**src/rtl/dispatcher_pkg.sv**
```systemverilog
// ==========================================================================
// Package : cpu_defs
// Shared CPU widths, RV32I opcodes and the dispatch-target encoding.
// Rev     : 1.0
// ==========================================================================
`default_nettype none

package cpu_defs;
   localparam int ADDR_WIDTH   = 32;
   localparam int ROB_WIDTH    = 4;
   localparam int EX_ROB_WIDTH = 5;
   localparam int NON_DEP      = 16;

   localparam logic [6:0] c_op_load   = 7'b0000011;
   localparam logic [6:0] c_op_store  = 7'b0100011;
   localparam logic [6:0] c_op_op     = 7'b0110011;
   localparam logic [6:0] c_op_imm    = 7'b0010011;
   localparam logic [6:0] c_op_lui    = 7'b0110111;
   localparam logic [6:0] c_op_auipc  = 7'b0010111;
   localparam logic [6:0] c_op_jal    = 7'b1101111;
   localparam logic [6:0] c_op_jalr   = 7'b1100111;
   localparam logic [6:0] c_op_branch = 7'b1100011;

   typedef enum logic [1:0] {
      UNIT_NONE = 2'd0,
      UNIT_RS   = 2'd1,
      UNIT_LSB  = 2'd2
   } unit_e;
endpackage

`default_nettype wire

```
**src/rtl/dispatcher_imm_gen.sv**
```systemverilog
// ==========================================================================
// Module : imm_gen
// Combinational RV32I format decode: immediate, target unit, operand usage.
// Rev    : 1.0
// ==========================================================================
`default_nettype none

module imm_gen
   import cpu_defs::*;
(
   input  logic [31:0] inst,
   output logic [31:0] imm,
   output unit_e       unit,
   output logic        use_rs1,
   output logic        use_rs2,
   output logic        has_rd
);
   logic [2:0] w_unused_funct3;
   assign w_unused_funct3 = inst[14:12];

   always_comb begin
      imm     = 32'd0;
      unit    = UNIT_NONE;
      use_rs1 = 1'b0;
      use_rs2 = 1'b0;
      has_rd  = 1'b0;
      case (inst[6:0])
         c_op_load: begin
            imm = {{20{inst[31]}}, inst[31:20]};
            unit = UNIT_LSB; use_rs1 = 1'b1; has_rd = 1'b1;
         end
         c_op_store: begin
            imm = {{20{inst[31]}}, inst[31:25], inst[11:7]};
            unit = UNIT_LSB; use_rs1 = 1'b1; use_rs2 = 1'b1;
         end
         c_op_op: begin
            unit = UNIT_RS; use_rs1 = 1'b1; use_rs2 = 1'b1; has_rd = 1'b1;
         end
         c_op_imm, c_op_jalr: begin
            imm = {{20{inst[31]}}, inst[31:20]};
            unit = UNIT_RS; use_rs1 = 1'b1; has_rd = 1'b1;
         end
         c_op_lui, c_op_auipc: begin
            imm = {inst[31:12], 12'd0};
            unit = UNIT_RS; has_rd = 1'b1;
         end
         c_op_jal: begin
            imm = {{12{inst[31]}}, inst[19:12], inst[20], inst[30:21], 1'b0};
            unit = UNIT_RS; has_rd = 1'b1;
         end
         c_op_branch: begin
            imm = {{20{inst[31]}}, inst[7], inst[30:25], inst[11:8], 1'b0};
            unit = UNIT_RS; use_rs1 = 1'b1; use_rs2 = 1'b1;
         end
         default: ;
      endcase
   end
endmodule

`default_nettype wire

```
**src/rtl/dispatcher.sv**
```systemverilog
// ==========================================================================
// Module : dispatcher
// One-entry decode/issue stage feeding RS, LSB, ROB and register renaming.
// Rev    : 1.0
// ==========================================================================
`default_nettype none

module dispatcher #(
   parameter int ADDR_WIDTH   = cpu_defs::ADDR_WIDTH,
   parameter int ROB_WIDTH    = cpu_defs::ROB_WIDTH,
   parameter int EX_ROB_WIDTH = cpu_defs::EX_ROB_WIDTH,
   parameter int NON_DEP      = cpu_defs::NON_DEP
) (
   input  logic                    clk_in,
   input  logic                    rst_in,
   input  logic                    rdy_in,
   input  logic                    IF2DP_en,
   input  logic [31:0]             IF2DP_inst,
   input  logic [ADDR_WIDTH-1:0]   IF2DP_pc,
   output logic                    DP2IF_stall,
   output logic [4:0]              DP2RF_rs1,
   output logic [4:0]              DP2RF_rs2,
   input  logic [EX_ROB_WIDTH-1:0] RF2DP_Qj,
   input  logic [EX_ROB_WIDTH-1:0] RF2DP_Qk,
   input  logic [31:0]             RF2DP_Vj,
   input  logic [31:0]             RF2DP_Vk,
   output logic                    DP2RF_rename_en,
   output logic [4:0]              DP2RF_rd,
   output logic [ROB_WIDTH-1:0]    DP2RF_ROB_index,
   input  logic                    ROB2DP_full,
   input  logic [ROB_WIDTH-1:0]    ROB2DP_tail,
   input  logic                    ROB2DP_clear,
   output logic                    DP2ROB_en,
   output logic [6:0]              DP2ROB_opcode,
   output logic [4:0]              DP2ROB_rd,
   output logic [ADDR_WIDTH-1:0]   DP2ROB_pc,
   output logic                    DP2RS_en,
   output logic [ADDR_WIDTH-1:0]   DP2RS_pc,
   output logic [EX_ROB_WIDTH-1:0] DP2RS_Qj,
   output logic [EX_ROB_WIDTH-1:0] DP2RS_Qk,
   output logic [31:0]             DP2RS_Vj,
   output logic [31:0]             DP2RS_Vk,
   output logic [31:0]             DP2RS_imm,
   output logic [6:0]              DP2RS_opcode,
   output logic [ROB_WIDTH-1:0]    DP2RS_ROB_index,
   input  logic                    RS2DP_full,
   output logic                    DP2LSB_en,
   output logic [ADDR_WIDTH-1:0]   DP2LSB_pc,
   output logic [EX_ROB_WIDTH-1:0] DP2LSB_Qj,
   output logic [EX_ROB_WIDTH-1:0] DP2LSB_Qk,
   output logic [31:0]             DP2LSB_Vj,
   output logic [31:0]             DP2LSB_Vk,
   output logic [31:0]             DP2LSB_imm,
   output logic [6:0]              DP2LSB_opcode,
   output logic [ROB_WIDTH-1:0]    DP2LSB_ROB_index,
   input  logic                    LSB2DP_full,
   input  logic                    RS2CDB_en,
   input  logic [ROB_WIDTH-1:0]    RS2CDB_ROB_index,
   input  logic [31:0]             RS2CDB_value,
   input  logic                    CDB2RS_LSB_en,
   input  logic [ROB_WIDTH-1:0]    CDB2RS_LSB_ROB_index,
   input  logic [31:0]             CDB2RS_LSB_value
);
   import cpu_defs::*;

   localparam logic [0:0] c_idle = 1'b0;
   localparam logic [0:0] c_hold = 1'b1;
   localparam logic [EX_ROB_WIDTH-1:0] c_non_dep = EX_ROB_WIDTH'(NON_DEP);

   logic [0:0]              r_state;
   logic [31:0]             r_inst;
   logic [ADDR_WIDTH-1:0]   r_pc;
   logic                    r_rs_en, r_lsb_en, r_rob_en, r_rename_en;
   logic [ADDR_WIDTH-1:0]   r_issue_pc;
   logic [EX_ROB_WIDTH-1:0] r_qj, r_qk;
   logic [31:0]             r_vj, r_vk, r_imm;
   logic [6:0]              r_opcode;
   logic [ROB_WIDTH-1:0]    r_rob_index;
   logic [4:0]              r_rd;

   logic [31:0]             w_imm;
   unit_e                   w_unit;
   logic                    w_use_rs1, w_use_rs2, w_has_rd;
   logic [4:0]              w_rs1, w_rs2, w_rd;
   logic                    w_hold, w_target_full, w_can_issue, w_advance, w_accept;
   logic [EX_ROB_WIDTH-1:0] w_qj, w_qk;
   logic [31:0]             w_vj, w_vk;

   imm_gen u_imm_gen (
      .inst    (r_inst),
      .imm     (w_imm),
      .unit    (w_unit),
      .use_rs1 (w_use_rs1),
      .use_rs2 (w_use_rs2),
      .has_rd  (w_has_rd)
   );

   assign w_rs1 = r_inst[19:15];
   assign w_rs2 = r_inst[24:20];
   assign w_rd  = r_inst[11:7];

   assign w_hold        = (r_state == c_hold);
   assign w_target_full = (w_unit == UNIT_RS) ? RS2DP_full :
                          (w_unit == UNIT_LSB) ? LSB2DP_full : 1'b0;
   assign w_can_issue   = w_hold && (w_unit != UNIT_NONE) && !ROB2DP_full && !w_target_full;
   // An unroutable opcode always leaves the register, so it never stalls fetch.
   assign w_advance     = w_can_issue || (w_hold && (w_unit == UNIT_NONE));
   assign DP2IF_stall   = w_hold && !w_advance;
   assign w_accept      = IF2DP_en && !DP2IF_stall;

   always_comb begin
      w_qj = RF2DP_Qj;
      w_vj = RF2DP_Vj;
      if (!w_use_rs1 || (w_rs1 == 5'd0)) begin
         w_qj = c_non_dep;
         w_vj = 32'd0;
      end else if (RF2DP_Qj != c_non_dep) begin
         if (RS2CDB_en && (RF2DP_Qj[ROB_WIDTH-1:0] == RS2CDB_ROB_index)) begin
            w_qj = c_non_dep;
            w_vj = RS2CDB_value;
         end else if (CDB2RS_LSB_en && (RF2DP_Qj[ROB_WIDTH-1:0] == CDB2RS_LSB_ROB_index)) begin
            w_qj = c_non_dep;
            w_vj = CDB2RS_LSB_value;
         end
      end
   end

   always_comb begin
      w_qk = RF2DP_Qk;
      w_vk = RF2DP_Vk;
      if (!w_use_rs2 || (w_rs2 == 5'd0)) begin
         w_qk = c_non_dep;
         w_vk = 32'd0;
      end else if (RF2DP_Qk != c_non_dep) begin
         if (RS2CDB_en && (RF2DP_Qk[ROB_WIDTH-1:0] == RS2CDB_ROB_index)) begin
            w_qk = c_non_dep;
            w_vk = RS2CDB_value;
         end else if (CDB2RS_LSB_en && (RF2DP_Qk[ROB_WIDTH-1:0] == CDB2RS_LSB_ROB_index)) begin
            w_qk = c_non_dep;
            w_vk = CDB2RS_LSB_value;
         end
      end
   end

   always_ff @(posedge clk_in) begin
      if (!rst_in) begin
         r_state     <= c_idle;
         r_inst      <= 32'd0;
         r_pc        <= '0;
         r_rs_en     <= 1'b0;
         r_lsb_en    <= 1'b0;
         r_rob_en    <= 1'b0;
         r_rename_en <= 1'b0;
         r_issue_pc  <= '0;
         r_qj        <= '0;
         r_qk        <= '0;
         r_vj        <= 32'd0;
         r_vk        <= 32'd0;
         r_imm       <= 32'd0;
         r_opcode    <= 7'd0;
         r_rob_index <= '0;
         r_rd        <= 5'd0;
      end else if (ROB2DP_clear) begin
         r_state     <= c_idle;
         r_rs_en     <= 1'b0;
         r_lsb_en    <= 1'b0;
         r_rob_en    <= 1'b0;
         r_rename_en <= 1'b0;
      end else if (!rdy_in) begin
         r_rs_en     <= 1'b0;
         r_lsb_en    <= 1'b0;
         r_rob_en    <= 1'b0;
         r_rename_en <= 1'b0;
      end else begin
         r_rs_en     <= w_can_issue && (w_unit == UNIT_RS);
         r_lsb_en    <= w_can_issue && (w_unit == UNIT_LSB);
         r_rob_en    <= w_can_issue;
         r_rename_en <= w_can_issue && w_has_rd && (w_rd != 5'd0);
         if (w_can_issue) begin
            r_issue_pc  <= r_pc;
            r_qj        <= w_qj;
            r_qk        <= w_qk;
            r_vj        <= w_vj;
            r_vk        <= w_vk;
            r_imm       <= w_imm;
            r_opcode    <= r_inst[6:0];
            r_rob_index <= ROB2DP_tail;
            r_rd        <= w_has_rd ? w_rd : 5'd0;
         end
         if (w_accept) begin
            r_inst  <= IF2DP_inst;
            r_pc    <= IF2DP_pc;
            r_state <= c_hold;
         end else if (w_advance) begin
            r_state <= c_idle;
         end
      end
   end

   assign DP2RF_rs1        = w_rs1;
   assign DP2RF_rs2        = w_rs2;
   assign DP2RF_rename_en  = r_rename_en;
   assign DP2RF_rd         = r_rd;
   assign DP2RF_ROB_index  = r_rob_index;
   assign DP2ROB_en        = r_rob_en;
   assign DP2ROB_opcode    = r_opcode;
   assign DP2ROB_rd        = r_rd;
   assign DP2ROB_pc        = r_issue_pc;
   assign DP2RS_en         = r_rs_en;
   assign DP2RS_pc         = r_issue_pc;
   assign DP2RS_Qj         = r_qj;
   assign DP2RS_Qk         = r_qk;
   assign DP2RS_Vj         = r_vj;
   assign DP2RS_Vk         = r_vk;
   assign DP2RS_imm        = r_imm;
   assign DP2RS_opcode     = r_opcode;
   assign DP2RS_ROB_index  = r_rob_index;
   assign DP2LSB_en        = r_lsb_en;
   assign DP2LSB_pc        = r_issue_pc;
   assign DP2LSB_Qj        = r_qj;
   assign DP2LSB_Qk        = r_qk;
   assign DP2LSB_Vj        = r_vj;
   assign DP2LSB_Vk        = r_vk;
   assign DP2LSB_imm       = r_imm;
   assign DP2LSB_opcode    = r_opcode;
   assign DP2LSB_ROB_index = r_rob_index;
endmodule

`default_nettype wire

```
**config.mk**
```make
export PLATFORM = sky130hd
export DESIGN_NAME = dispatcher
export DESIGN_NICKNAME = d
export VERILOG_FILES = /design/src/rtl/dispatcher_pkg.sv /design/src/rtl/dispatcher_imm_gen.sv /design/src/rtl/dispatcher.sv
export SDC_FILE = /design/constraint.sdc
export NUM_CORES = 1
export LEC_CHECK = 0
export BUFFER_PORTS_ARGS = -buffer_cell sky130_fd_sc_hd__buf_4
export CORE_AREA = 2 2 232 234
export CTS_CLUSTER_SIZE = 16
export DETAILED_ROUTE_END_ITERATION = 6
export DIE_AREA = 0 0 234 236
export PLACE_DENSITY = 0.46
export SYNTH_ARGS = -nofsm -noshare
export SYNTH_HDL_FRONTEND = slang
export SYNTH_SLANG_ARGS = --single-unit
```
**constraint.sdc**
```tcl
create_clock -name clk_in -period 5.8 [get_ports clk_in]
set_input_delay 1.16 -clock clk_in [delete_from_list [all_inputs] [get_ports clk_in]]
set_output_delay 1.16 -clock clk_in [all_outputs]
set_load 0.02 [all_outputs]
```
# Yosys cells after proc, flatten, opt, wreduce, memory -nomap -nowiden
# Cells that the tools add are included.
# classes
n_mux,26
eq_ne,17
bitwise,3
reduce_logical,41
# op_table
operator,count
$mux W32,8
$pmux W32 S5,1
$mux W5,9
$eq A7 B6 Y1 const B,3
$eq A7 B7 Y1 const B,3
$eq A4 B4 Y1,4
$eq A7 B5 Y1 const B,2
$logic_and A1 B1 Y1,14
$reduce_or A7 Y1,2
$logic_not A5 Y1,2
$ne A5 B5 Y1 const B,2
$reduce_or A3 Y1,3
$eq A7 B2 Y1 const B,1
$mux W1,7
$logic_not A1 Y1,6
$reduce_and A3 Y1,2
$reduce_or A2 Y1,3
$reduce_or A6 Y1,1
$reduce_bool A5 Y1,1
$pmux W2 S2,1
$reduce_bool A2 Y1,2
$logic_or A1 B1 Y1,3
$not A1 Y1,3
$eq A2 B1 Y1 const B,1
other kinds (3),3
# totals
in_bits,224
elab_cells,103
out_inout_bits,366
regBits,223

# Logic depth before layout (Yosys ltp)
# Gate-level depths: netlist of run 1.
# depth
word_depth,15
mapped_depth,10
ltp_nobuf,6

# By module
# Synthesis of run 1 repeated with hierarchy kept, for this count alone.
# unflattened
cells_unflattened,1407
area_unflattened_um2,11680.0
# modules_own_cells
mod,area_each_um2,seq_area_each_um2,cells_each,n_inst
dispatcher,11149.4,4464.3,1328,1
imm_gen,530.5,0.0,79,1

# Worst setup path after synthesis of run 1
# OpenSTA, ideal clock, no wires.
# synth_path
path_kind,input to output
start,input port ROB2DP_full
end,output port DP2IF_stall
required_ns,4.640
cell_stages,4
t_arrival_ns,1.646
setup_slack_ns,2.994
n_path_buf,0
cell_sequence,nand3_1 > a21oi_1 > nand3_1 > nand3_1
# synth_between
elab_chain_len,6
# synth_rtl
element,line,source
"start, declared",dispatcher.sv:30,"input logic ROB2DP_full,"
$logic_not A1 Y1,dispatcher.sv:105,assign w_can_issue = w_hold && (w_unit != UNIT_NONE) && !ROB2DP_full && !w_target_full;
$logic_and A1 B1 Y1 (2 in a row),dispatcher.sv:105,
$logic_or A1 B1 Y1,dispatcher.sv:107,assign w_advance = w_can_issue || (w_hold && (w_unit == UNIT_NONE));
$logic_not A1 Y1,dispatcher.sv:108,assign DP2IF_stall = w_hold && !w_advance;
$logic_and A1 B1 Y1,dispatcher.sv:108,
"end, declared",dispatcher.sv:20,"output logic DP2IF_stall,"
# Every way passes these cells.

# Worst setup path after layout of run 1
# layout_path
start,register r_inst[3]
end,output port DP2IF_stall
# layout_between
elab_chain_len,11
# layout_rtl
element,line,source
"start, declared",dispatcher.sv:71,logic [31:0] r_inst;
"start signal, assigned",dispatcher.sv:191,r_inst <= IF2DP_inst;
"$eq A7 B7 Y1, or another cell as far along",dispatcher_imm_gen.sv:27,case (inst[6:0])
$reduce_or A7 Y1 (no line) or $reduce_or A2 Y1 (tied branches),-,
$pmux W2 S2 *,dispatcher_imm_gen.sv:27,
$eq A2 B2 Y1,dispatcher.sv:104,(w_unit == UNIT_LSB) ? LSB2DP_full : 1'b0;
$mux W1,dispatcher.sv:104,
$mux W1,dispatcher.sv:103,assign w_target_full = (w_unit == UNIT_RS) ? RS2DP_full :
$logic_not A1 Y1,dispatcher.sv:105,
$logic_and A1 B1 Y1,dispatcher.sv:105,
$logic_or A1 B1 Y1 *,dispatcher.sv:107,
$logic_not A1 Y1 *,dispatcher.sv:108,
$logic_and A1 B1 Y1 *,dispatcher.sv:108,
# Mark *: on every way between the ends. The rest lies on a longest branch, timed or not.

==> out/qor.log, run 1 <==
[synthesis] Syn Area/Cell 8.29 um2
[route] via count of the routed design 10500
[synthesis] count of flip-flops with a built-in enable after synthesis 0
[synthesis] biggest area contributors in the synthesized netlist dfxtp_1 42%, buf_4 15%, nand2_1 6.6%, o21ai_0 5.6%, a32oi_1 5.3%
[layout] net total in the final layout 1852
[power_and_ir_drop] areal power density over the cells 245 nW/um2
[route] number of optimization iterations in the first detailed-route pass 6
[min_path] Min-Delay Path Class flop to flop
[power_and_ir_drop] static leakage power 6.44 nW
[global_route] vias in the first global route 10100
[clocking] TritonCTS clock tree built
[clocking] Num CTS Buffers 28
[die] total I/O pin count 590
[synthesis] part of the Yosys area used for sequential elements 41.6%
[layout] fin area 15300 um2
[clocking] CTS Root Cell clkbuf_16
[worst_setup_path] dominant cell type by count on the critical path nand3_1
[die] Core Box Area 53100 um2
[timing] headroom to the max-slew limit 21.8%
[route] number of remaining DRC errors 0
[timing] peak clock frequency supported by timing 262 MHz
[route] Avg Vias per Cell 4.48
[synthesis] synthesized instance count 1295
[layout] Final Instance Count excl. Fillers 2347
[synthesis] Syn Std Cell Area 10700 um2
[worst_setup_path] Crit. End Element primary output
[place] Port-buffer cells 589
[worst_setup_path] Max FO, Critical Path 13
[worst_setup_path] cells along the critical path nand3b_1 -> nor4_1 -> nand3_1 -> nand3_1 -> buf_4
[die] Die ar. 55200 um2
[timing] unrepaired setup endpoints after global routing no
[clocking] clk_lat worst skew 0.56 ns
[place] Placer Congestion 0.861
[timing] count of endpoints failing hold in the final timing report 0
[worst_setup_path] critical setup path kind flop to primary output
[clocking] Sinks on Clock Net 223
[timing] Finish-stage setup viols 0
[global_route] remaining global-route overflow 0
[clocking] number of buffers added to fix hold violations after cts 0
[layout] final core utilization 28.7%
[worst_setup_path] WP data arrival 2.66 ns
[synthesis] fraction of synthesized cell area taken by the top area cell type 41.6%
[layout] share of post-route cells with drive strength above 1 41.1%
[timing] clock period minus final worst setup slack 3.82 ns
[route] Antenna Nets Post-Route 0
[layout] fillcell total 5706
[synthesis] Post-Synthesis Net Count 1519
[worst_setup_path] Critical Path Slowest Stage Cell nor4_1
[die] row count 85
[route] number of DRC markers in iteration 0 608
[clocking] Longest Clk Path Bufs 3
[synthesis] post-synth top area cell dfxtp_1
[synthesis] register bit total from synthesis 223
[run] max capacitance violation total 0
[power_and_ir_drop] Tot Pwr 3.74 mW
[clocking] buffers inserted by post-CTS timing repair 0
[place] Placement Cell Area 14200 um2
[synthesis] ys async rst share 0%
[timing] final worst-path cycle share 65.9%
[die] DIE WIDTH 234 um
[global_route] Overall Global Routing Usage 16.5%
[synthesis] number of warnings issued by yosys 0
[die] die span in y 236 um
[timing] worst clock skew 0.00923 ns
[global_route] global-route wire length before repair 68800 um
[place] estimated wirelength of the detail-placed design 36200 um
[timing] measured slew at the worst slew-check pin 1.16 ns
[global_route] pin count of the biggest net entering global routing 90
[place] post-placement cell count 2294
[clocking] H-tree depth 1
[route] routed length per instance 20.6 um
[run_status] status finished, final reports clean
[timing] Final Max Slew Viols 0
[worst_setup_path] largest stage delay on the critical path 0.71 ns
[route] routed wire length 48300 um
[global_route] initial antenna violation count 3
[worst_setup_path] data required time at the worst endpoint 4.64 ns
[layout] Area growth, synth to finish 42.1%
[synthesis] number of distinct library cells after synthesis 53
[die] starting density of the core 20.2%
[clocking] Reg clk slew, reported paths 0.06 ns
[power_and_ir_drop] highest ir drop seen on vdd 0.188 mV
[timing] TNS Setup 0 ns
[synthesis] Synth Flop Type dfxtp_1
[worst_setup_path] launching element type of the critical path flop
[clocking] number of instances resized during post-cts repair 0
## registers in the layout, summed over array words and instances, names as in the netlist, 4 cells and up
signal / flops
DP2LSB_Qj: 5
DP2RF_rd: 5
DP2LSB_ROB_index: 4
DP2LSB_Vj: 32
DP2LSB_Vk: 32
r_pc: 32
DP2LSB_Qk: 5
DP2LSB_pc: 32
r_inst: 32
DP2LSB_opcode: 7
DP2LSB_imm: 32
## final cells by class
type                            instances  area, um2  share of cell area (%)
Antenna cell                            1       2.50                  0.0164
Clock buffer                           35        767                    5.03
Clock inverter                         17        238                    1.56
Inverter                                8       30.0                   0.197
Multi-Input combinational cell        757       4300                    28.2
Sequential cell                       223       4460                    29.3
Tap cell                              696        871                    5.71
Timing Repair Buffer                  610       4580                    30.0
## synth_stat cells (all sizes together) (2+ instances only)
| library cell | number |
|---|---|
| nand3 | 76 |
| o21ai | 155 |
| or4 | 3 |
| nor3 | 6 |
| nor2 | 32 |
| nor4 | 11 |
| a22oi | 72 |
| nand4 | 3 |
| inv | 8 |
| nor2b | 5 |
| and3b | 2 |
| a31oi | 3 |
| and3 | 4 |
| nor4b | 2 |
| xnor2 | 3 |
| a32oi | 65 |
| dfxtp | 223 |
| or3 | 3 |
| o21a | 2 |
| nand2 | 188 |
| or2 | 2 |
| buf | 246 |
| nand2b | 5 |
| clkbuf | 61 |
| a21oi | 74 |
| a211oi | 6 |
| a22o | 8 |
| nor3b | 2 |
| xor2 | 10 |
## path summary, 6_finish.rpt
check	cells past startpoint	end	start	slack, ns
worst min-delay path	2	DP2LSB_imm[12]	r_inst[12]	0.45
worst max-delay path	5	DP2IF_stall	r_inst[3]	1.98
worst max register to register	7	DP2LSB_Vj[7]	r_inst[6]	2.39
worst min register to register	2	DP2LSB_imm[12]	r_inst[12]	0.45
## metrics by stage
step                hold WS [ns]  worst slack (ns)
floorplan                  0.435              2.99
global placement           0.441              1.94
detailed placement         0.449              1.84
CTS                        0.455              1.96
global route               0.468              1.82
finish                     0.453              1.98
## per-layer routing
metal	wire, um	vias up	track usage [%]
met5	30	-	0
met3	3340	43	3.12
met4	855	4	4.14
met1	20200	4942	20.8
li1	-	5065	-
met2	23900	458	28.6
## worst max-delay path: cells and delay by family (launching register included)
kind          cells  cell delay [ns]
flops             1             0.46
simple gates      4             1.48
buf+inv           1             0.17
## cell usage in the layout, fill, tap and decap left out, types with 4 or more instances in the layout
cell and count:
o21ai_1 33, a211oi_1 6, dfxtp_1 223, nor2_1 30, a32oi_1 64, inv_1 7
clkbuf_16 28, a21oi_1 74, nor4_1 8, and3_1 4, nor2b_1 4, nor3_1 5
a22oi_1 72, a22o_1 8, clkinv_2 6, nand2_1 188, clkbuf_8 4, nand2b_1 5
nand3_1 76, bufinv_16 5, buf_4 610, o21ai_0 120, xor2_1 10
## report_power, final
| part | leakage [nW] | switching (mW) | internal [mW] | total (mW) |
|---|---|---|---|---|
| clock | 0.491 | 0.735 | 1.16 | 1.90 |
| sequential | 1.80 | 0.0180 | 1.55 | 1.57 |
| combinational | 4.15 | 0.143 | 0.135 | 0.278 |
| total | 6.44 | 0.896 | 2.85 | 3.74 |
## cell families (layout without fill, tap and decap cells)
logic type             Yosys count  after routing  synth area share [%]
XOR/XNOR                        13             13                  1.06
AND/OR/NAND/NOR                350            350                  15.0
AO/OA/AOI/OAI                  393            393                  23.3
other                            0              1                     0
multiplexers                     1              1                 0.105
buffers and inverters          315            670                  19.0
flip-flops                     223            223                  41.6
Power figures use the tool's default switching activity.
==> run 2: changes to the inputs <==
Settings changed: PLACE_DENSITY 0.46 to 0.47.
Clock period 5.8 ns to 3.35 ns, I/O delays scaled along.
==> run 2 against run 1 <==
Compared with the run above:
- non-clock buffer count increased by 7
- count of clock-buffer cells in the layout up 5
- design area rose by 0.58%
- worst setup slack got worse by 1.7 ns
- die area is the same
==> out/qor.log, run 2 (synthesis results as in run 1) <==
[clocking] Reg clk slew, reported paths 0.06 ns [about the same]
[timing] Finish-stage setup viols 0 [unchanged]
[route] Avg Vias per Cell 4.49 [+0.29%]
[route] number of optimization iterations in the first detailed-route pass 5 [-1]
[global_route] initial antenna violation count 5 [+2]
[die] DIE WIDTH 234 um [unchanged]
[die] Core Box Area 53100 um2 [unchanged]
[die] row count 85 [unchanged]
[layout] most common cell after layout, fill and taps aside buf_4
[clocking] buffers inserted by post-CTS timing repair 0 [unchanged]
[layout] Area growth, synth to finish 43.0%
[global_route] global-route wire length before repair 67700 um [-1.5%]
[power_and_ir_drop] share of power burned in the clock network 49.9% [-0.8 points]
[clocking] H-tree depth 1 [unchanged]
[power_and_ir_drop] logic gate share of total power 7.7% [+0.3 points]
[global_route] vias in the first global route 10200 [+0.72%]
[die] die span in y 236 um [unchanged]
[timing] Final Max Slew Viols 0 [unchanged]
[place] Port-buffer cells 589 [unchanged]
[global_route] remaining global-route overflow 0 [unchanged]
[place] estimated wirelength of the detail-placed design 35700 um [-1.5%]
[die] starting density of the core 20.2% [unchanged]
[worst_setup_path] Crit. End Element primary output
[timing] measured slew at the worst slew-check pin 1.04 ns [-0.127 ns]
[power_and_ir_drop] switching share of power 23.2% [-0.74 points]
[worst_setup_path] WP data arrival 2.36 ns [-0.30 ns]
[min_path] Min-Delay Path Class primary input to flop
[layout] share of post-route cells with drive strength above 1 41.1% [+0.057 points]
[route] routed wire length 47200 um [-2.2%]
[worst_setup_path] Max FO, Critical Path 9 [-4]
[timing] worst clock skew 0.0107 ns [+0.00152 ns]
[power_and_ir_drop] net switching component of the power 1.48 mW [+66%]
[clocking] Sinks on Clock Net 223 [unchanged]
[route] via count of the routed design 10600 [+0.63%]
[global_route] Overall Global Routing Usage 16.2% [-0.30 points]
[timing] clock period minus final worst setup slack 3.03 ns
[route] number of DRC markers in iteration 0 732 [+20%]
[timing] unrepaired setup endpoints after global routing no
[layout] net total in the final layout 1859 [+0.38%]
[clocking] TritonCTS clock tree built
[clocking] Longest Clk Path Bufs 3 [unchanged]
[layout] Final Instance Count excl. Fillers 2355 [+0.34%]
[die] total I/O pin count 590 [unchanged]
[timing] hold slack final 0.304 ns [-0.149 ns]
[run] max capacitance violation total 0 [unchanged]
[power_and_ir_drop] fraction of power consumed by sequential logic 42.3% [+0.5 points]
[place] worst-case setup slack after placement 0.555 ns [-1.29 ns]
[timing] peak clock frequency supported by timing 331 MHz
[place] post-placement cell count 2301 [+0.31%]
[power_and_ir_drop] static leakage power 6.48 nW [+0.70%]
[route] routed length per instance 20.0 um [-2.6%]
[place] Placement Cell Area 14400 um2 [+0.77%]
[route] Antenna Nets Post-Route 0 [unchanged]
[layout] most frequent cells in the layout 613 x buf_4, 223 x dfxtp_1, 188 x nand2_1, 120 x o21ai_0, 76 x nand3_1
[clocking] clk_lat worst skew 0.56 ns [about the same]
[global_route] pin count of the biggest net entering global routing 129 [+43%]
[timing] TNS Setup 0 ns [unchanged]
[worst_setup_path] launching element type of the critical path flop
[power_and_ir_drop] areal power density over the cells 417 nW/um2 [+70%]
[run_status] status finished, final reports clean
[route] number of remaining DRC errors 0 [unchanged]
[power_and_ir_drop] Internal Pwr Total 4.91 mW [+73%]
[layout] final core utilization 28.9% [+0.17 points]
[clocking] CTS Root Cell clkbuf_16
[place] Placer Congestion 0.890 [+3.3%]
[timing] count of endpoints failing hold in the final timing report 0 [unchanged]
[worst_setup_path] critical setup path kind flop to primary output
[power_and_ir_drop] Tot Pwr 6.39 mW [+71%]
[timing] final worst-path cycle share 90.3%
[timing] crit path setup slack, layout 0.324 ns [-1.65 ns]
[timing] headroom to the max-slew limit 30.5% [+8.8 points]
[worst_setup_path] data required time at the worst endpoint 2.68 ns [-1.96 ns]
[power_and_ir_drop] highest ir drop seen on vdd 0.282 mV [+50%]
[die] Die ar. 55200 um2 [unchanged]
[layout] fin area 15300 um2 [+0.58%]
[clocking] Num CTS Buffers 28 [unchanged]
run 2: cell count changes in the layout (fill, tap and decap cells not counted), moves of 3 or more:
cell,delta
clkbuf_1,+3
buf_4,+3
clkinv_4,-3
buf_12,+4
diode_2,+3
run 2: layout make-up:
type | count | area (um2)
fillers | 5760 | 37700
repair buffers | 617 | 4680
flip-flops and latches | 223 | 4460
multi-input cells | 757 | 4320
well taps | 696 | 871
clock buffers | 40 | 817
clock inverters | 10 | 153
inverters | 8 | 30.0
diodes | 4 | 10.0
run 2: timing repair:
action,in CTS,in global routing
endpoints found under the setup margin,0,1
resized for setup,0,1
endpoints found under the hold margin,0,0
hold buffers,0,0
run 2: worst paths after layout:
kind | cells past startpoint | end | from | slack, ns
worst min-delay path | 2 | r_state | ROB2DP_clear | 0.30
worst min register to register | 2 | DP2LSB_pc[31] | r_pc[31] | 0.45
worst max-delay path | 6 | DP2IF_stall | r_inst[6] | 0.32
worst max register to register | 6 | DP2LSB_imm[6] | r_inst[2] | 0.61
run 2: worst max-delay path, cell delays in order (launching register included):
cell      delay, ns
dfxtp_1        0.56
buf_4          0.24
nand4b_1       0.27
a31oi_1        0.30
nand3_1        0.12
nand3_1        0.13
buf_4          0.17
run 2: per-layer routing:
| layer | wire length (um) | up-vias | share of wire [%] | GRT usage [%] |
|---|---|---|---|---|
| met5 | 9 | - | 0.019 | 0 |
| met4 | 1060 | 2 | 2.3 | 4.93 |
| met3 | 3190 | 60 | 6.8 | 2.64 |
| met2 | 23400 | 443 | 50 | 27.9 |
| met1 | 19600 | 4992 | 41 | 20.5 |
| li1 | - | 5081 | - | - |
run 2: power by group through the flow:
stage / sequential [mW] / combinational, mW / clock [mW]
after floorplan: 2.75 / 0.188 / 0
after global placement: 2.76 / 0.495 / 0
after detailed placement: 2.76 / 0.498 / 0
after CTS: 2.71 / 0.499 / 3.31
after global routing: 2.71 / 0.539 / 3.41
final: 2.71 / 0.494 / 3.19
==> run 3: changes to the inputs <==
Settings changed: CORE_AREA 2 2 232 234 to 2 2 228 230, DIE_AREA 0 0 234 236 to 0 0 230 232, MAX_ROUTING_LAYER from default to met4, PLACE_DENSITY 0.47 to 0.51, SYNTH_HIERARCHICAL from default to 1.
==> run 3 against run 2 <==
Compared with the run above:
- die area decreased by 3.4%
- sequential cell count stayed put
- sequential share of layout area shrank 1.6 points
- register-to-register slack worse by 0.31 ns
- utilization rose by 2.9 points
- sequential power about the same
- largest power group unchanged
==> out/qor.log, run 3 <==
[run_status] status finished, final reports clean
[timing] unrepaired setup endpoints after global routing no
[route] Avg Vias per Cell 4.52 [+0.59%]
[worst_setup_path] Max FO, Critical Path 7 [-2]
[route] number of optimization iterations in the first detailed-route pass 5 [unchanged]
[die] total I/O pin count 590 [unchanged]
[global_route] initial antenna violation count 10 [+5]
[synthesis] count leader, synth nand2_1
[layout] share of post-route cells with drive strength above 1 38.7% [-2.5 points]
[global_route] global-route wire length before repair 71500 um [+5.6%]
[route] number of DRC markers in iteration 0 584 [-20%]
[layout] register area 4460 um2 [unchanged]
[worst_setup_path] WP data arrival 2.45 ns [+0.09 ns]
[clocking] CTS Root Cell clkbuf_16
[global_route] remaining global-route overflow 0 [unchanged]
[synthesis] part of the Yosys area used for sequential elements 38.2% [-3.4 points]
[layout] most frequent cells in the layout 611 x buf_4, 326 x nand2_1, 223 x dfxtp_1, 146 x a21boi_0, 67 x nor3_1
[synthesis] Syn Std Cell Area 11700 um2 [+8.8%]
[synthesis] Synth Flop Type dfxtp_1
[power_and_ir_drop] areal power density over the cells 386 nW/um2 [-7.3%]
[synthesis] compound-cell area share of the yosys netlist 22.4% [-0.90 points]
[timing] headroom to the max-slew limit 40.7% [+10 points]
[clocking] number of instances resized during post-cts repair 0 [unchanged]
[timing] final worst-path cycle share 93.0% [+2.7 points]
[synthesis] register bit total from synthesis 223 [unchanged]
[place] Port-buffer cells 589 [unchanged]
[worst_setup_path] critical path buffer and inverter count 3 [+1]
[worst_setup_path] Crit. End Element primary output
[timing] worst clock skew 0.0155 ns [+0.00478 ns]
[clocking] buffers inserted by post-CTS timing repair 0 [unchanged]
[timing] TNS Setup 0 ns [unchanged]
[clocking] H-tree depth 1 [unchanged]
[die] starting density of the core 23.0% [+2.7 points]
[route] number of remaining DRC errors 0 [unchanged]
[clocking] Longest Clk Path Bufs 3 [unchanged]
[global_route] pin count of the biggest net entering global routing 84 [-35%]
[layout] area occupied by multi-input gates 5110 um2 [+18%]
[route] Antenna Nets Post-Route 0 [unchanged]
[clocking] Reg clk slew, reported paths 0.06 ns [about the same]
[min_path] Min-Delay Path Class primary input to flop
[global_route] Overall Global Routing Usage 18.3% [+2.1 points]
[timing] Finish-stage setup viols 0 [unchanged]
[die] Die ar. 53400 um2 [-3.4%]
[synthesis] number of warnings issued by yosys 6 [+6]
[timing] clock period minus final worst setup slack 3.12 ns [+0.0903 ns]
[synthesis] combinational family with the most area after synthesis compound AO/OA/AOI/OAI gates
[die] DIE WIDTH 230 um [-1.7%]
[synthesis] biggest area contributors in the synthesized netlist dfxtp_1 38%, buf_4 13%, nand2_1 10%, a21boi_0 9.4%, nor3_1 2.9%
[worst_setup_path] launching element type of the critical path flop
[worst_setup_path] cells along the critical path nand2_2 -> or2_1 -> nor4_1 -> buf_4 -> a21oi_2 -> o221ai_2 -> inv_1 -> buf_4
[synthesis] synthesized instance count 1407 [+8.6%]
[layout] most common cell after layout, fill and taps aside buf_4
[synthesis] count of flip-flops with a built-in enable after synthesis 0 [unchanged]
[timing] peak clock frequency supported by timing 321 MHz [-2.9%]
[clocking] number of buffers added to fix hold violations after cts 0 [unchanged]
[synthesis] Post-Synthesis Net Count 1631 [+7.4%]
[worst_setup_path] critical setup path kind flop to primary output
[power_and_ir_drop] static leakage power 6.96 nW [+7.3%]
[clocking] Sinks on Clock Net 223 [unchanged]
[clocking] TritonCTS clock tree built
[die] row count 83 [-2.4%]
[clocking] Num CTS Buffers 28 [unchanged]
[clocking] clk_lat worst skew 0.57 ns [about the same]
[layout] fin area 16200 um2 [+5.7%]
[place] Placer Congestion 0.933 [+4.8%]
[run] max capacitance violation total 0 [unchanged]
[worst_setup_path] largest stage delay on the critical path 0.41 ns [-0.15 ns]
[layout] net total in the final layout 1969 [+5.9%]
[synthesis] ys async rst share 0% [unchanged]
[synthesis] Synth top cells by count 326 x nand2_1, 223 x dfxtp_1, 207 x buf_4
[route] routed length per instance 20.6 um [+2.9%]
[synthesis] fraction of synthesized cell area taken by the top area cell type 38.2% [-3.4 points]
[die] Core Box Area 50900 um2 [-4.1%]
[synthesis] number of distinct library cells after synthesis 53 [unchanged]
[timing] measured slew at the worst slew-check pin 0.887 ns [-0.151 ns]
[synthesis] adder-cell share of the synthesized area 0% [unchanged]
[synthesis] synthesized-area fraction occupied by and/or/nand/nor cells 17.2% [+2.2 points]
[layout] fillcell total 5473 [-5.0%]
[route] via count of the routed design 11100 [+4.9%]
[worst_setup_path] Critical Path Slowest Stage Cell dfxtp_1
[power_and_ir_drop] highest ir drop seen on vdd 0.345 mV [+22%]
[worst_setup_path] dominant cell type by count on the critical path buf_4
[worst_setup_path] top cell family by delay on the critical path simple AND/OR/NAND/NOR gates
[die] die span in y 232 um [-1.7%]
[timing] count of endpoints failing hold in the final timing report 0 [unchanged]
[route] routed wire length 50600 um [+7.2%]
[synthesis] Syn Area/Cell 8.30 um2 [+0.16%]
[global_route] vias in the first global route 10500 [+3.2%]
[worst_setup_path] data required time at the worst endpoint 2.68 ns [about the same]
[synthesis] post-synth top area cell dfxtp_1
[place] estimated wirelength of the detail-placed design 38000 um [+6.5%]
[synthesis] multiplexer fraction of the synthesized cell area 2.83% [+2.7 points]
[synthesis] Post-Synth XOR/XNOR Area 0.750% [-0.31 points]
[place] Placement Cell Area 15300 um2 [+6.3%]
[layout] Area growth, synth to finish 38.8%
[timing] Final Max Slew Viols 0 [unchanged]
==> run 3: metal layers <==
metal  track usage (%)  up-vias  wire length (um)
li1                  -     5306                 -
met1              21.0     5291             20500
met2              31.8      437             25500
met3              3.49       58              2970
met4              6.33        0              1640
met5                 -        -                 0
==> run 3: final timing paths <==
check / startpoint / end / slack [ns] / cells after the start
setup / recovery: r_inst[1] / DP2IF_stall / 0.23 / 8
setup reg to reg: r_inst[1] / DP2LSB_Vj[22] / 0.30 / 9
hold reg to reg: r_pc[25] / r_pc[25] / 0.46 / 2
hold / removal: RF2DP_Vj[2] / DP2LSB_Vj[2] / 0.33 / 2
==> run 3: kinds of logic after synthesis <==
kind of cell,Yosys count
buffers and inverters,350
and+or+nand+nor,455
xor gates and xnor gates,10
muxes,33
AOI/OAI and AO/OA,336
DFF,223
==> run 3: area by class of cell <==
type                            instances  area share [%]
Antenna cell                           10           0.154
Clock buffer                           43            5.10
Sequential cell                       223            27.5
Clock inverter                          7           0.440
Tap cell                              680            5.25
Inverter                               40           0.926
Timing Repair Buffer                  618            29.0
Multi-Input combinational cell        834            31.5
==> run 3: through the flow <==
stage / worst slack [ns] / total power, mW / hold WS (ns) / cells / utilization (%)
final: 0.234 / 6.26 / 0.330 / 2455 / 31.9
after global routing: 0.0414 / 6.51 / 0.304 / 2455 / 31.9
after CTS: 0.0310 / 6.38 / 0.288 / 2445 / 31.8
after detailed placement: 0.0828 / 3.32 / 0.456 / 2395 / 30.0
after global placement: 0.167 / 3.32 / 0.446 / 2395 / 30.0
after floorplan: 0.548 / 2.98 / 0.441 / 1407 / -
==> run 3: where the power goes <==
part / internal (mW) / switching (mW) / total (mW)
logic: 0.274 / 0.282 / 0.556
registers: 2.68 / 0.0241 / 2.70
clock network: 1.76 / 1.24 / 3.00
total: 4.72 / 1.55 / 6.26
==> run 3: worst reg2reg max path: stages (launching register included) <==
cell,delay (ns)
dfxtp_1,0.41
nand2_2,0.14
or2_1,0.35
nor4_1,0.22
buf_4,0.18
a21oi_2,0.08
or4_4,0.53
buf_4,0.24
and2_4,0.35
a221o_1,0.42
